===== config.mk =====
export PLATFORM = sky130hd
export DESIGN_NAME = keypad_emulator
export DESIGN_NICKNAME = d
export VERILOG_FILES = /design/src/rtl/keypad_pkg.sv /design/src/rtl/keypad_bounce_lfsr.sv /design/src/rtl/keypad_emulator.sv
export SDC_FILE = /design/constraint.sdc
export NUM_CORES = 1
export LEC_CHECK = 0
export BUFFER_PORTS_ARGS = -buffer_cell sky130_fd_sc_hd__buf_2
export CORE_MARGIN = 2
export CORE_UTILIZATION = 45
export CTS_BUF_LIST = sky130_fd_sc_hd__clkbuf_2
export DETAILED_ROUTE_END_ITERATION = 10
export PLACE_DENSITY_LB_ADDON = 0.1
export SYNTH_ARGS = -nofsm -noshare
export SYNTH_HDL_FRONTEND = slang
export SYNTH_SLANG_ARGS = --single-unit

===== constraint.sdc =====
create_clock -name clk -period 4.8 [get_ports clk]
set_input_delay 0.72 -clock clk [delete_from_list [all_inputs] [get_ports clk]]
set_output_delay 0.72 -clock clk [all_outputs]
set_load 0.02 [all_outputs]

===== src/rtl/keypad_pkg.sv =====
// Shared definitions for the 4x4 keypad emulator and the matching decoder:
// FSM states, key matrix map, LFSR taps and idle row level.
package keypad_pkg;

  typedef enum logic [2:0] {
    StIdle,
    StPressBounce,
    StHold,
    StReleaseBounce,
    StGap
  } state_e;

  typedef struct packed {
    logic [1:0] row;
    logic [1:0] col;
  } key_pos_t;

  localparam logic [3:0]  RowsIdle = 4'b1111;
  // Feedback taps 16,14,13,11 as bit positions 15,13,12,10.
  localparam logic [15:0] LfsrTaps = 16'hB400;

  // Key code at matrix position {row, col}; the decoder indexes this directly.
  localparam logic [3:0] KeyAtPos [16] = '{
    4'h1, 4'h2, 4'h3, 4'hA,
    4'h4, 4'h5, 4'h6, 4'hB,
    4'h7, 4'h8, 4'h9, 4'hC,
    4'h0, 4'hF, 4'hE, 4'hD
  };

  function automatic key_pos_t key_to_pos(input logic [3:0] key);
    key_pos_t pos;
    pos = '0;
    for (int i = 0; i < 16; i++) begin
      if (KeyAtPos[i] == key) pos = key_pos_t'(4'(i));
    end
    return pos;
  endfunction

endpackage


===== src/rtl/keypad_bounce_lfsr.sv =====
// Enable-stepped 16-bit Fibonacci LFSR supplying the contact-bounce pattern.
module keypad_bounce_lfsr
  import keypad_pkg::*;
#(
  parameter logic [15:0] SEED = 16'hACE1
) (
  input  logic clk,
  input  logic reset_n,
  input  logic i_en,
  output logic o_bit
);

  logic [15:0] r_state;

  always_ff @(posedge clk or negedge reset_n) begin
    if (!reset_n) begin
      r_state <= SEED;
    end else if (i_en) begin
      r_state <= {r_state[14:0], ^(r_state & LfsrTaps)};
    end
  end

  assign o_bit = r_state[0];

endmodule


===== src/rtl/keypad_emulator.sv =====
// Keypad-side responder for the 4x4 column-scan protocol: accepts key commands
// and answers column strobes on the row lines, with bounce around press/release.
module keypad_emulator
  import keypad_pkg::*;
#(
  parameter int unsigned HOLD_CYCLES   = 5000000,
  parameter int unsigned BOUNCE_CYCLES = 250000,
  parameter int unsigned BOUNCE_STEP   = 5000,
  parameter int unsigned GAP_CYCLES    = 2500000,
  parameter logic [15:0] LFSR_SEED     = 16'hACE1
) (
  input  logic       clk,
  input  logic       reset_n,
  input  logic [3:0] col,
  output logic [3:0] row,
  input  logic       cmd_valid,
  input  logic [3:0] cmd_key,
  output logic       cmd_ready,
  output logic       busy,
  output logic       done
);

  localparam int unsigned MaxHg     = (HOLD_CYCLES > GAP_CYCLES) ? HOLD_CYCLES : GAP_CYCLES;
  localparam int unsigned MaxCycles = (MaxHg > BOUNCE_CYCLES) ? MaxHg : BOUNCE_CYCLES;
  localparam int unsigned CntW      = $clog2(MaxCycles + 1);
  localparam int unsigned StepW     = $clog2(BOUNCE_STEP + 1);

  localparam logic [CntW-1:0]  HoldLast   = CntW'(HOLD_CYCLES - 1);
  localparam logic [CntW-1:0]  BounceLast = CntW'(BOUNCE_CYCLES - 1);
  localparam logic [CntW-1:0]  GapLast    = CntW'(GAP_CYCLES - 1);
  localparam logic [CntW-1:0]  ForceFrom  = CntW'(BOUNCE_CYCLES - BOUNCE_STEP);
  localparam logic [StepW-1:0] StepLast   = StepW'(BOUNCE_STEP - 1);

  state_e           r_state, w_state_d;
  logic [CntW-1:0]  r_cnt, w_cnt_d;
  logic [StepW-1:0] r_step, w_step_d;
  logic             r_contact, w_contact_d;
  logic [1:0]       r_key_row, r_key_col;
  logic             r_done;
  logic             w_accept, w_phase_last, w_lfsr_en, w_lfsr_bit;
  key_pos_t         w_pos;

  assign w_accept  = cmd_valid && (r_state == StIdle);
  assign w_pos     = key_to_pos(cmd_key);
  assign cmd_ready = (r_state == StIdle);
  assign busy      = (r_state != StIdle);
  assign done      = r_done;

  always_comb begin
    w_phase_last = 1'b0;
    w_state_d    = r_state;
    unique case (r_state)
      StIdle: begin
        if (w_accept) w_state_d = StPressBounce;
      end
      StPressBounce: begin
        w_phase_last = (r_cnt == BounceLast);
        if (w_phase_last) w_state_d = StHold;
      end
      StHold: begin
        w_phase_last = (r_cnt == HoldLast);
        if (w_phase_last) w_state_d = StReleaseBounce;
      end
      StReleaseBounce: begin
        w_phase_last = (r_cnt == BounceLast);
        if (w_phase_last) w_state_d = StGap;
      end
      StGap: begin
        w_phase_last = (r_cnt == GapLast);
        if (w_phase_last) w_state_d = StIdle;
      end
      default: w_state_d = StIdle;
    endcase
  end

  // Both counters restart on every state entry; the step counter paces bounce samples.
  always_comb begin
    w_cnt_d  = '0;
    w_step_d = '0;
    if (w_state_d == r_state && r_state != StIdle) begin
      w_cnt_d  = r_cnt + 1'b1;
      w_step_d = (r_step == StepLast) ? '0 : r_step + 1'b1;
    end
  end

  // Contact is computed for the coming cycle, so a bounce sample lands in the entry cycle.
  // The LFSR steps on every bounce sample, including those overridden by the settle window.
  always_comb begin
    w_lfsr_en   = 1'b0;
    w_contact_d = 1'b0;
    unique case (w_state_d)
      StHold: w_contact_d = 1'b1;
      StPressBounce, StReleaseBounce: begin
        w_lfsr_en = (w_step_d == '0);
        if (w_cnt_d >= ForceFrom) begin
          w_contact_d = (w_state_d == StPressBounce);
        end else if (w_lfsr_en) begin
          w_contact_d = w_lfsr_bit;
        end else begin
          w_contact_d = r_contact;
        end
      end
      default: w_contact_d = 1'b0;
    endcase
  end

  always_ff @(posedge clk or negedge reset_n) begin
    if (!reset_n) begin
      r_state   <= StIdle;
      r_cnt     <= '0;
      r_step    <= '0;
      r_contact <= 1'b0;
      r_key_row <= '0;
      r_key_col <= '0;
      r_done    <= 1'b0;
    end else begin
      r_state   <= w_state_d;
      r_cnt     <= w_cnt_d;
      r_step    <= w_step_d;
      r_contact <= w_contact_d;
      r_done    <= (r_state == StGap) && w_phase_last;
      if (w_accept) begin
        r_key_row <= w_pos.row;
        r_key_col <= w_pos.col;
      end
    end
  end

  always_comb begin
    row = RowsIdle;
    if (r_contact && !col[r_key_col]) row[r_key_row] = 1'b0;
  end

  keypad_bounce_lfsr #(
    .SEED(LFSR_SEED)
  ) u_lfsr (
    .clk    (clk),
    .reset_n(reset_n),
    .i_en   (w_lfsr_en),
    .o_bit  (w_lfsr_bit)
  );

endmodule


---- Yosys cells after proc, flatten, opt, wreduce, memory -nomap -nowiden ----
Index checks and enable logic that the tools add are counted.
word-level totals
  register bits after elaboration ......... 61
  bits in latches ......................... 0
  bits in writable memories ............... 0
  memory bits (read-only) ................. 0
  input bits .............................. 11
  output and inout bits ................... 7
  logic and storage cells ................. 89
  memories kept ........................... 0
operators by class
  add/subtract/negate cells ............... 2
  multipliers ............................. 0
  divide/modulo/power cells ............... 0
  order comparisons ....................... 4
  eq/ne operators ......................... 27
  shifts and indexed selects .............. 0
  mux-type cells .......................... 34
  bitwise logic cells ..................... 1
  reductions and logical operators ........ 13
operators with widths
  cell                     number
  $mux W4                  14
  $eq A4 B4 Y1 const A     8
  $mux W13                 2
  $add A23 B1 Y23 const B  1
  $eq A23 B18 Y1 const B   1
  $eq A23 B22 Y1 const B   1
  $eq A23 B23 Y1 const B   1
  $ge A23 B18 Y1 const B   1
  $mux W23                 1
  $eq A3 B4 Y1 const A     4
  $reduce_xor A16 Y1       1
  $mux W3                  5
  $pmux W3 S5              1
  $add A13 B1 Y13 const B  1
  $eq A13 B13 Y1 const B   1
  $logic_not A13 Y1        1
  $eq A3 B2 Y1 const B     4
  $eq A2 B4 Y1 const A     2
  $eq A3 B1 Y1 const B     2
  $lt A2 B3 Y1 const B     2
  $mux W1                  6
  $logic_and A1 B1 Y1      5
  $logic_not A4 Y1         1
  $not A4 Y4               1
  other kinds (13)         14

---- Longest topological paths before layout ----
  word-level depth ........................ 16
  gate-level depth with buffers ........... 12
  mapped depth without buffers ............ 9

---- Hierarchy ----
A second synthesis with hierarchy kept.
unflattened totals
  cells, all modules ...................... 361
  area total of the unflattened synthesis .. 3,522.1 sq um
modules (own cells, without submodules)
  module              times used  cells an instance  area each (sq um)  seq. area each (sq um)
  keypad_emulator     1           323                2,846.5            1,126.1
  keypad_bounce_lfsr  1           38                 675.6              410.4

---- Worst setup path after synthesis ----
OpenSTA, ideal clock, no wires.
  path kind ............................... register to register
  start point ............................. register r_step[0]
  end point ............................... register u_lfsr.r_state[12]
  library setup time ...................... 0.125 ns
  data arrival time ....................... 2.672 ns
  data required time ...................... 4.675 ns
  path slack .............................. 2.004 ns
  cell stages (with the launch flop) ...... 10
  path buffers ............................ 1
  period minus slack after synthesis ...... 2.796 ns
  cell sequence ........................... dfrtp_1 ha_1 nand3_1 nor3_1 nor4_1 o2111a_1 a211o_1 nand2_1 buf_2 mux2_2
on the way
  cells in the longest elaborated chain, start to end .. 5
  elaborated cells on any way between the ends .. 6
  those cells by class .................... add/sub (1); eq/ne (1); mux (3); reduce/logical (1)
RTL lines
  element                                                   RTL line                  text
  start, declared                                           keypad_emulator.sv:36     logic [StepW-1:0] r_step, w_step_d;
  start signal, assigned                                    keypad_emulator.sv:119    r_step <= w_step_d;
  $add A13 B1 Y13 / $eq A13 B13 Y1 (equally long branches)  keypad_emulator.sv:82     w_step_d = (r_step == StepLast) ? '0 : r_step + 1'b1;
  $mux W13 *                                                keypad_emulator.sv:82
  $mux W13 *                                                keypad_emulator.sv:80     if (w_state_d == r_state && r_state != StIdle) begin
  $logic_not A13 Y1 *                                       keypad_emulator.sv:94     w_lfsr_en = (w_step_d == '0);
  $mux W1 *                                                 keypad_emulator.sv:91     unique case (w_state_d)
  end signal, assigned                                      keypad_bounce_lfsr.sv:19  r_state <= {r_state[14:0], ^(r_state & LfsrTaps)};
  end, declared                                             keypad_bounce_lfsr.sv:13  logic [15:0] r_state;
Every way passes the cells marked *; elsewhere a longest branch is shown, timed or not.
A chain may end at the register's enable or synchronous reset.

---- Worst setup path in the final report ----
  start point ............................. register r_cnt[0]
  end point ............................... register u_lfsr.r_state[2]
on the way
  cells in the longest elaborated chain, start to end .. 8
  elaborated cells on any way between the ends .. 16
  those cells by class .................... eq/ne (6); mux (7); reduce/logical (3)
RTL lines
  element                                 RTL line                text
  start, declared                         keypad_emulator.sv:35   logic [CntW-1:0] r_cnt, w_cnt_d;
  start signal, assigned                  keypad_emulator.sv:118  r_cnt <= w_cnt_d;
  $eq A23 B22 Y1 (tied with other cells)  keypad_emulator.sv:69   w_phase_last = (r_cnt == GapLast);
  $mux W3, on equally long branches       -
  $pmux W3 S5 *                           keypad_emulator.sv:52   unique case (r_state)
  $eq A3 B3 Y1                            keypad_emulator.sv:80
  $logic_and A1 B1 Y1                     keypad_emulator.sv:80
  $mux W13                                keypad_emulator.sv:80
  $logic_not A13 Y1                       keypad_emulator.sv:94
  $mux W1 *                               keypad_emulator.sv:91
Marks and branches as above.

==> flow_summary.ini <==
[worst_setup_path]
crit_cells = 8
crit_arrival_ns = 3.72
cpPeakStageDelay_ns = 0.49
critPathLaunchType = register
crit_chain = ha_1, nand3_1, nor4_1, nand4_1, a211oi_4, a211o_1, nand2_1, mux2_2
worst_setup_path_end_kind = register
worst-setup-path-type = register to register
reg2reg_depth = 8
cp_slowest_cell = nor4_1
path_buf_inv = 0
crit_fanout = 17
cp_top_family = simple AND/OR/NAND/NOR gates
worst_ep_required_time_ns = 5.20

[logic_synthesis]
synth.distinct_cells = 65
synth_area_um2 = 3570
synthFlopType = dfrtp_1
async_flop_share_pct = 100
synth-seq-cells = 61
syn_inst = 374
synth_nets = 387
avgSynthCellArea_um2 = 9.54
ys_warn_count = 0
yosysSeqAreaShare_pct = 43.1
synth_edf_count = 0

[power_and_ir_drop]
leakage_nw = 1.59
pwr_density_cell_nw_per_um2 = 241
ir_drop_uv = 161

[floorplan]
dieArea_um2 = 8660
core_um2 = 7690
fp-row-count = 32
dieWidth_um = 93.0
io_pins = 18
fp.dieH_um = 93.0
start_util_pct = 46.4

[detailed_routing]
drt_iter0_markers = 141
firstDrtPassIters = 4
ant_nets = 0
drc_errors = 0
num_vias = 2744
via_per_inst = 5.60
wl_per_cell_um = 15.1
routed_wl_um = 7380

[status]
status = complete, no violations

[sta]
rsz0062_at_grt = no
tightestPinTransition_ns = 0.795
finalMaxSlewViolations = 0
setup_ws_ns = 1.49
fin_worst_skew_ns = 0.0141
finalHoldViolCount = 0
tns_ns = 0
slew_headroom_pct = 46.6
period_share_pct = 69.1
fmaxAchievable_mhz = 302
timing.final.crit_period_ns = 3.31
setup_viol = 0

[clocking]
numClockSinks = 61
postCtsSetupBuffers = 0
cts_buffers = 9
cts_hold_buf = 0
worstSkewPairLatency_ns = 0.50
root_buffer = clkbuf_2
cts_resized = 0
htreeDepth = 3
clockBufferDepth = 2
cts_tree = built
path_clk_slew_ns = 0.19

[global_routing]
grt_max_degree = 62
gr-total-overflow = 0
grt_first_pass_wirelength_um = 13000
antenna_found_initial = 0
grt_pass1_vias = 2680
track_usage_pct = 19.0

[cells_and_area]
final_core_util_pct = 49.4
drive_gt1_share_pct = 18.0
nets = 396
antenna_cells = 0
syn_to_final_growth_pct = 6.56

[placement]
port_buffers = 17
pre_cts_slack_ns = 1.54
dp.final_hpwl_um = 5180
gp_congestion = 0.859

[run]
drv_cap = 0

[worst_hold_path]
hold_path.class = primary input to asynchronous set/reset pin
==> registers in the layout, indices dropped and copies added (netlist names) <==
signal          cells
u_lfsr.r_state     16
done                1
r_key_col           2
r_key_row           2
r_step             13
r_cnt              23
r_contact           1
r_state             3
==> cell usage in the layout, fill, tap and decap left out, drive strengths merged, types with 3 or more instances in the layout <==
cell type  count
and2           3
mux2          15
inv            3
nand3         25
xnor2         20
nand2b         5
xor2          16
a21oi          7
buf           19
dfrtp         53
a31oi          3
o21ai          8
nor2b          5
nand4         11
and3           9
nand2         34
mux2i          4
nor3          11
clkinvlp       3
dfstp          8
nor2          53
a211o          3
nand3b         4
and4           6
clkbuf         9
nor4           7
or3            3
==> synthesized netlist by cell type, types with 2 or more instances <==
master / instances / area [µm²]
a31oi_1: 3 / 18.8
a21oi_1: 7 / 35.0
buf_4: 2 / 15.0
xnor2_1: 20 / 175
nand3_1: 25 / 125
nor3b_1: 2 / 15.0
xor2_1: 16 / 140
buf_2: 5 / 25.0
and4_1: 5 / 43.8
mux2i_1: 4 / 40.0
dfstp_2: 8 / 210
clkbuf_1: 6 / 22.5
inv_1: 3 / 11.3
nand2_1: 33 / 124
ha_1: 2 / 25.0
nand3b_1: 4 / 30.0
a21o_1: 2 / 15.0
nor4_1: 6 / 37.5
nor3_1: 11 / 55.1
buf_6: 5 / 56.3
o21ai_0: 8 / 40.0
and3_1: 9 / 56.3
nand2b_1: 5 / 31.3
dfrtp_1: 53 / 1330
and2_1: 3 / 18.8
nor4b_1: 2 / 17.5
nand4_1: 10 / 62.6
nor2b_1: 5 / 31.3
o22ai_1: 2 / 12.5
mux2_2: 15 / 169
a211o_1: 3 / 26.3
nor2_1: 53 / 199
or2_2: 2 / 12.5
or3_1: 3 / 18.8
o21bai_1: 2 / 15.0
==> area by class of cell <==
type	count	area, µm²
multi-input combinational	289	1880
fill	740	3890
inverter	3	11.3
clock buffer	9	45.0
tap	102	128
timing repair buffer	19	100
sequential	61	1540
clock inverter	7	100
==> cells by family (layout without fill, tap and decap cells) <==
logic type | Yosys count | after routing | share of synthesized area, %
compound gates | 45 | 45 | 9.16
mux | 20 | 20 | 6.49
flops | 61 | 61 | 43.1
fa+ha+maj | 2 | 2 | 0.701
simple gates | 186 | 186 | 27.3
buf+inv | 24 | 38 | 4.42
xor+xnor | 36 | 36 | 8.84
==> power by group <==
group | internal (mW) | switching, mW
registers | 0.515 | 0
clock network | 0.173 | 0.207
logic | 0.00643 | 0.0145
==> per-layer routing <==
layer | global-route usage [%] | routed length (µm)
met3 | 5.48 | 258
met4 | 5.88 | 99
met1 | 25.9 | 3670
met5 | 0 | 0
met2 | 29.5 | 3340
==> path summary, 6_finish.rpt <==
path | startpoint | endpoint | slack (ns)
max | r_cnt[0] | u_lfsr.r_state[2] | 1.49
min | reset_n | r_cnt[5] | 0.34
max reg2reg | r_cnt[0] | u_lfsr.r_state[2] | 1.49
min reg2reg | u_lfsr.r_state[0] | u_lfsr.r_state[0] | 0.51
max in group asynchronous | reset_n | r_cnt[21] | 3.95
min in group clk | u_lfsr.r_state[0] | u_lfsr.r_state[0] | 0.51
==> through the flow <==
step,cells,cell area [µm²],hold slack (ns),power [mW]
2_1_floorplan,374,3570,0.424,0.528
3_3_place_gp,474,3660,0.478,0.545
3_5_place_dp,474,3660,0.479,0.546
4_1_cts,490,3800,0.352,0.929
5_1_grt,490,3800,0.357,0.957
6_report,490,3800,0.340,0.916
Note: power is estimated with default switching activity, not from simulation.
